File: src/rtl/z_result_buffer.sv
// z_result_buffer
//   Small result FIFO that sits between the ALU datapath and the internal
//   bus, so the control unit can stall the bus without losing a result.
//   Each entry holds a {hi,lo} result plus zero/negative flags that are
//   computed when the entry is pushed.
//
// Ports
//   clk        rising-edge clock
//   clr        synchronous active-low reset
//   in_valid   ALU result present on in_hi/in_lo
//   in_ready   space available (count < DEPTH)
//   in_hi      upper result half
//   in_lo      lower result half
//   out_valid  head entry present (count != 0)
//   out_ready  consumer pops the head entry
//   ZHighout   drive head.hi onto bus_out (wins over ZLowout)
//   ZLowout    drive head.lo onto bus_out
//   bus_out    selected head half, otherwise 0
//   out_zero   head.hi == 0 and head.lo == 0 (0 when empty)
//   out_neg    head.lo MSB (0 when empty)
//   count      occupancy, 0..DEPTH
//   ovf_err    sticky: push attempted while full; cleared by reset only
module z_result_buffer #(
   parameter int DATA_W = 32,
   parameter int DEPTH  = 2,
   parameter int CNT_W  = 2
) (
   input  logic              clk,
   input  logic              clr,
   input  logic              in_valid,
   output logic              in_ready,
   input  logic [DATA_W-1:0] in_hi,
   input  logic [DATA_W-1:0] in_lo,
   output logic              out_valid,
   input  logic              out_ready,
   input  logic              ZHighout,
   input  logic              ZLowout,
   output logic [DATA_W-1:0] bus_out,
   output logic              out_zero,
   output logic              out_neg,
   output logic [CNT_W-1:0]  count,
   output logic              ovf_err
);

   localparam int PTR_W = (DEPTH > 1) ? $clog2(DEPTH) : 1;
   localparam logic [CNT_W-1:0] FULL_CNT = CNT_W'(DEPTH);

   // Data storage carries no reset; only pointers/count/flag do.
   logic [DATA_W-1:0] hi_mem [DEPTH];
   logic [DATA_W-1:0] lo_mem [DEPTH];
   logic              zero_mem [DEPTH];
   logic              neg_mem  [DEPTH];

   logic [PTR_W-1:0] wr_ptr_q, wr_ptr_d;
   logic [PTR_W-1:0] rd_ptr_q, rd_ptr_d;
   logic [CNT_W-1:0] count_q, count_d;
   logic             ovf_q, ovf_d;
   logic             push, pop;

   // in_ready depends on registered count only, so a pop in the same cycle
   // never opens room for a push while full.
   assign in_ready  = (count_q < FULL_CNT);
   assign out_valid = (count_q != '0);
   assign count     = count_q;
   assign ovf_err   = ovf_q;

   assign push = in_valid & in_ready;
   assign pop  = out_ready & out_valid;

   // DEPTH is a power of two, so the pointers wrap naturally.
   always_comb begin
      wr_ptr_d = wr_ptr_q;
      rd_ptr_d = rd_ptr_q;
      count_d  = count_q;
      ovf_d    = ovf_q;
      if (push) wr_ptr_d = wr_ptr_q + PTR_W'(1);
      if (pop)  rd_ptr_d = rd_ptr_q + PTR_W'(1);
      if (push && !pop)      count_d = count_q + CNT_W'(1);
      else if (pop && !push) count_d = count_q - CNT_W'(1);
      if (in_valid && !in_ready) ovf_d = 1'b1;
   end

   always_ff @(posedge clk) begin
      if (!clr) begin
         wr_ptr_q <= '0;
         rd_ptr_q <= '0;
         count_q  <= '0;
         ovf_q    <= 1'b0;
      end else begin
         wr_ptr_q <= wr_ptr_d;
         rd_ptr_q <= rd_ptr_d;
         count_q  <= count_d;
         ovf_q    <= ovf_d;
      end
   end

   always_ff @(posedge clk) begin
      if (clr && push) begin
         hi_mem[wr_ptr_q]   <= in_hi;
         lo_mem[wr_ptr_q]   <= in_lo;
         zero_mem[wr_ptr_q] <= (in_hi == '0) && (in_lo == '0);
         neg_mem[wr_ptr_q]  <= in_lo[DATA_W-1];
      end
   end

   always_comb begin
      bus_out = '0;
      if (out_valid) begin
         if (ZHighout)     bus_out = hi_mem[rd_ptr_q];
         else if (ZLowout) bus_out = lo_mem[rd_ptr_q];
      end
   end

   assign out_zero = out_valid & zero_mem[rd_ptr_q];
   assign out_neg  = out_valid & neg_mem[rd_ptr_q];

endmodule

File: config.mk
export PLATFORM = sky130hd
export DESIGN_NAME = z_result_buffer
export DESIGN_NICKNAME = d
export VERILOG_FILES = /design/src/rtl/z_result_buffer.sv
export SDC_FILE = /design/constraint.sdc
export NUM_CORES = 1
export LEC_CHECK = 0
export BUFFER_PORTS_ARGS = -buffer_cell sky130_fd_sc_hd__buf_2
export CAP_MARGIN = 20
export CORE_MARGIN = 5
export CORE_UTILIZATION = 31
export DETAILED_ROUTE_END_ITERATION = 8
export SLEW_MARGIN = 10
export SYNTH_ARGS = -nofsm -noshare
export SYNTH_HDL_FRONTEND = slang
export SYNTH_SLANG_ARGS = --single-unit
File: constraint.sdc
create_clock -name clk -period 5.4 [get_ports clk]
set_clock_uncertainty 0.15 [all_clocks]
set_input_delay 0.27 -clock clk [delete_from_list [all_inputs] [get_ports clk]]
set_output_delay 0.27 -clock clk [all_outputs]
set_load 0.005 [all_outputs]
Yosys cells after proc, flatten, opt, wreduce, memory -nomap -nowiden. Memory sizes are Yosys's and may differ from the RTL's. A register that Yosys moved wholly into a read port is not among the register bits. Cells that the tools add are included.

Add/subtract/negate cells: 4. Order comparisons: 1. Multiplexer cells: 15. Bitwise logic cells: 4. Reductions and logical operators: 12.

Operators by type and width (count): two-way mux 32 bit (3); logical NOT 32 bit (2); two-way mux 1 bit (10); logical AND 1 bit (5); bitwise AND 1 bit (4); two-way mux 2 bit (2); nonzero test 2 bit (2); logical NOT 1 bit (3); adder 1 bit, second input constant (2); adder 2 x 1 -> 2 bit, second input constant (1); less-than comparator 2 bit, second input constant (1); subtractor 2 x 1 -> 2 bit, second input constant (1).

Register bits after elaboration: 5. Bits in writable memories: 132. Memories kept: 4.

Memory list: hi_mem (words 2, width 32, read ports 1, clocked after Yosys merged registers in 1, wr ports 1, line 49) `logic [DATA_W-1:0] hi_mem [DEPTH];`; lo_mem (words 2, width 32, read ports 1, clocked after Yosys merged registers in 1, wr ports 1, line 50) `logic [DATA_W-1:0] lo_mem [DEPTH];`; neg_mem (words 2, width 1, read ports 1, clocked after Yosys merged registers in 1, wr ports 1, line 52) `logic neg_mem [DEPTH];`; zero_mem (words 2, width 1, read ports 1, clocked after Yosys merged registers in 1, wr ports 1, line 51) `logic zero_mem [DEPTH];`.

Logic depth before layout (Yosys ltp).
Word-level depth: 6. Mapped depth: 6. Depth with buffers taken out: 5.

Worst setup path before layout. Ideal clock, no wire load.

Path kind: register to register. Start: register count_q[1], in the netlist count[1]. End: memory hi_mem[0][0] (enable). Data arrival time: 3389 ps. Slack: 1373 ps. Cell stages (with the launch flop): 4. Buffers on the path: 0. Clock period less this slack: 4027 ps. Cell sequence: dfxtp_1 -> nor2b_1 -> nand2_1 -> nor2_1.

Word-level cells in the longest chain between the ends: 5.

RTL lines: start, declared (line 56) `logic [CNT_W-1:0] count_q, count_d;`; start signal, assigned (line 92) `count_q <= count_d;`; less-than comparator 2 bit (line 62) `assign in_ready = (count_q < FULL_CNT);`; bitwise AND 1 bit (line 67) `assign push = in_valid & in_ready;`; named net push (line 58) `logic push, pop;`; logical AND 1 bit (line 98) `if (clr && push) begin`; two-way mux 1 bit (line 98); two-way mux 1 bit (not written as such) (line 99) `hi_mem[wr_ptr_q] <= in_hi;`; end, declared (line 49).

The timed path passes the listed nets, and every way through them passes these cells.

Worst setup path in the final report.
Start: input port ZHighout. End: output port bus_out[3].

Word-level cells in the longest chain between the ends: 2.

RTL lines: start, declared (line 36) `input logic ZHighout,`; two-way mux 32 bit (line 109) `if (ZHighout) bus_out = hi_mem[rd_ptr_q];`; two-way mux 32 bit (line 108) `if (out_valid) begin`; end, declared (line 38) `output logic [DATA_W-1:0] bus_out,`.

No other way between the ends.

==> impl_metrics.json <==
{
  "min_period_ps": 2830,
  "die_area_um2": 20700,
  "synth_area_um2": 5550,
  "synth-seq-cells": 136,
  "rrSetupSlack_ps": 2750,
  "start_kind": "input pin",
  "synth-seq-area-share": 0.724,
  "yosys.cell_count.top_type": "edfxtp_1",
  "syn_area_per_cell_um2": 16.9,
  "fin_nets": 578,
  "cts_sinks": 136,
  "drtIter0Drc": 175,
  "synth_edf_count": 130,
  "power_density_nw_per_um2": 421,
  "hpwl_mm": 8.79,
  "hold_violations": 0,
  "vias": 3509,
  "yosysTopAreaCell": "edfxtp_1",
  "ys_async_sr_fraction": 0,
  "ant_nets": 0,
  "place_area_um2": 6310,
  "grt_pass1_wl_mm": 19.8,
  "cts_buffers": 17,
  "place_congestion": 0.768,
  "clk_latency_ps": 410,
  "synth_cell_types": 27,
  "h-tree-depth": 4,
  "post_synth_main_area_contributors": "edfxtp_1, mux2_2, mux2_4",
  "yosys_warnings": 0,
  "r2r-start": "count[1]$_SDFFE_PN0P_",
  "period_share": 0.525,
  "start_util": 0.312,
  "synthTopCellsByCount": "edfxtp_1, nor2_1, mux2_2",
  "wl_per_cell_um": 17.9,
  "cap_violations": 0,
  "rows": 49,
  "muxShareOfSynthArea": 0.138,
  "synth_top_area_share": 0.703,
  "setup_viol": 0,
  "rsz0062_at_grt": "false",
  "fin_setup_tns_ps": 0,
  "fin_cells": 749,
  "tritoncts": "yes",
  "core_area_um2": 17800,
  "slew_headroom": 0.340,
  "r2r_end": "hi_mem[0][17]$_DFFE_PP_",
  "worst_setup_path_end_kind": "primary output",
  "drv_slew": 0,
  "cp_data_required_time_ps": 4980,
  "min_from": "clr",
  "max_freq_mhz": 353,
  "dp_cells": 652,
  "pre_cts_slack_ps": 2560,
  "p_leak_uw": 0.00279,
  "grt_pass1_vias": 3637,
  "worst_slew_pin_slew_ps": 991,
  "synth_top_family_by_area": "multiplexers",
  "min_to": "ovf_err$_SDFFE_PN0P_",
  "synthXorXnorAreaFrac": 0.00631,
  "synth_compound_gate_area_share": 0.0491,
  "layout-drive-gt1-share": 0.367,
  "arrival_ps": 2410,
  "syn_inst": 329,
  "clockBufferDepth": 2,
  "worstRegToRegCells": 4,
  "crit_type": "input pin to primary output",
  "pin_count": 109,
  "dr.pass1.iters": 4,
  "fin_ws_ps": 2570,
  "syn_to_final_growth_pct": 35.9,
  "die_y_um": 144,
  "grt.total_usage": 0.131,
  "outcome": "finished clean",
  "antenna_found_initial": 0,
  "root_buffer": "clkbuf_16",
  "p_total_uw": 3180,
  "cts.clk_slew.worst_paths_ps": 50,
  "vias_per_cell": 4.68,
  "n_antenna_cell": 0,
  "grt_max_degree": 66,
  "wl_mm": 13.4,
  "syn_nets": 400,
  "postCtsSetupRepairBufs": 0,
  "min_path_type": "input pin to register",
  "die_w_um": 144,
  "portBuffers": 108,
  "synthAdderAreaFrac": 0.00225,
  "fin_area_um2": 7550,
  "hold_path_depth": 3,
  "vdd_drop_max_uv": 220,
  "yosys.area_share.simple": 0.0565,
  "crit_path_max_fanout": 34,
  "drc": 0,
  "grt_overflow": 0,
  "synth_ff_type": "edfxtp_1"
}
what timing repair did:
| action | CTS | global route |
|---|---|---|
| endpoints found under the hold margin | 129 | 0 |
| resized for setup | 0 | 0 |
| hold buffers | 65 | 0 |
power by group:
part | internal, µW | total, µW | switching, µW
Combinational | 340 | 659 | 319
Sequential | 1270 | 1380 | 106
Clock | 722 | 1140 | 417
Total | 2340 | 3180 | 842
flip-flops by register name (all words and copies together), names as in the netlist, named ones only:
register,flops
zero_mem,2
wr_ptr_q,1
rd_ptr_q,1
ovf_err,1
hi_mem,64
count,2
lo_mem,64
layout by cell type, fill, tap and decap left out, drive strengths merged:
cell | netlist | routed
nand4 | 4 | 4
xnor2 | 1 | 1
a221oi | 1 | 1
mux2 | 61 | 61
a311oi | 1 | 1
clkinv | 0 | 6
dlygate4sd3 | 0 | 65
o21ai | 2 | 2
edfxtp | 130 | 130
inv | 3 | 5
buf | 13 | 112
a32o | 1 | 1
bufinv | 0 | 3
a21oi | 2 | 2
nor2 | 39 | 39
or3 | 1 | 1
nor4 | 17 | 17
clkbuf | 5 | 19
xor2 | 3 | 3
mux2i | 2 | 2
ha | 1 | 1
nand2 | 3 | 3
clkinvlp | 0 | 2
a22oi | 30 | 30
dfxtp | 6 | 6
nor2b | 2 | 2
and3 | 1 | 1
metrics by stage:
stage | utilization | hold WS, ps
after floorplan | - | 219
after global placement | 0.355 | 298
after detailed placement | 0.355 | 320
after CTS | 0.424 | 43.8
after global routing | 0.424 | 65.8
final | 0.424 | 47.3
worst max-delay path, stage by stage:
cell	delay (ps)
buf_2	330
nor2b_2	820
buf_4	380
a221oi_1	130
a311oi_1	310
buf_2	160
how the worst max path moves through the flow:
stage                     depth (start not counted)                  start  slack, ps                     end
final                                             6               ZHighout       2570              bus_out[3]
after floorplan                                   3  count[1]$_SDFFE_PN0P_       1370  hi_mem[0][0]$_DFFE_PP_
after global placement                            6               ZHighout       2730              bus_out[3]
after detailed placement                          6               ZHighout       2560              bus_out[3]
after global routing                              6               ZHighout       2360              bus_out[3]
after CTS                                         6               ZHighout       2560              bus_out[3]
layout make-up:
| type | count | area (µm²) |
|---|---|---|
| Timing Repair Buffer | 177 | 1220 |
| Sequential cell | 136 | 4030 |
| Clock buffer | 19 | 433 |
| Tap cell | 229 | 287 |
| Fill cell | 1652 | 10200 |
| Clock inverter | 13 | 153 |
| Multi-Input combinational cell | 172 | 1420 |
| Inverter | 3 | 11.3 |
layer usage:
metal | global-route usage | share of wire | vias to the layer above
met1 | 0.163 | 0.43 | 1732
li1 | - | - | 1659
met2 | 0.219 | 0.50 | 103
met3 | 0.0353 | 0.051 | 15
met5 | 0 | 0 | -
met4 | 0.0481 | 0.015 | 0
cells by family (layout without fill, tap and decap cells):
kind of cell	Yosys count	after routing
compound gates	37	37
flops	136	136
buf+inv	21	212
mux	63	63
fa+ha+maj	1	1
xor+xnor	4	4
simple gates	67	67
No activity file was read; power rests on OpenSTA's default activity.
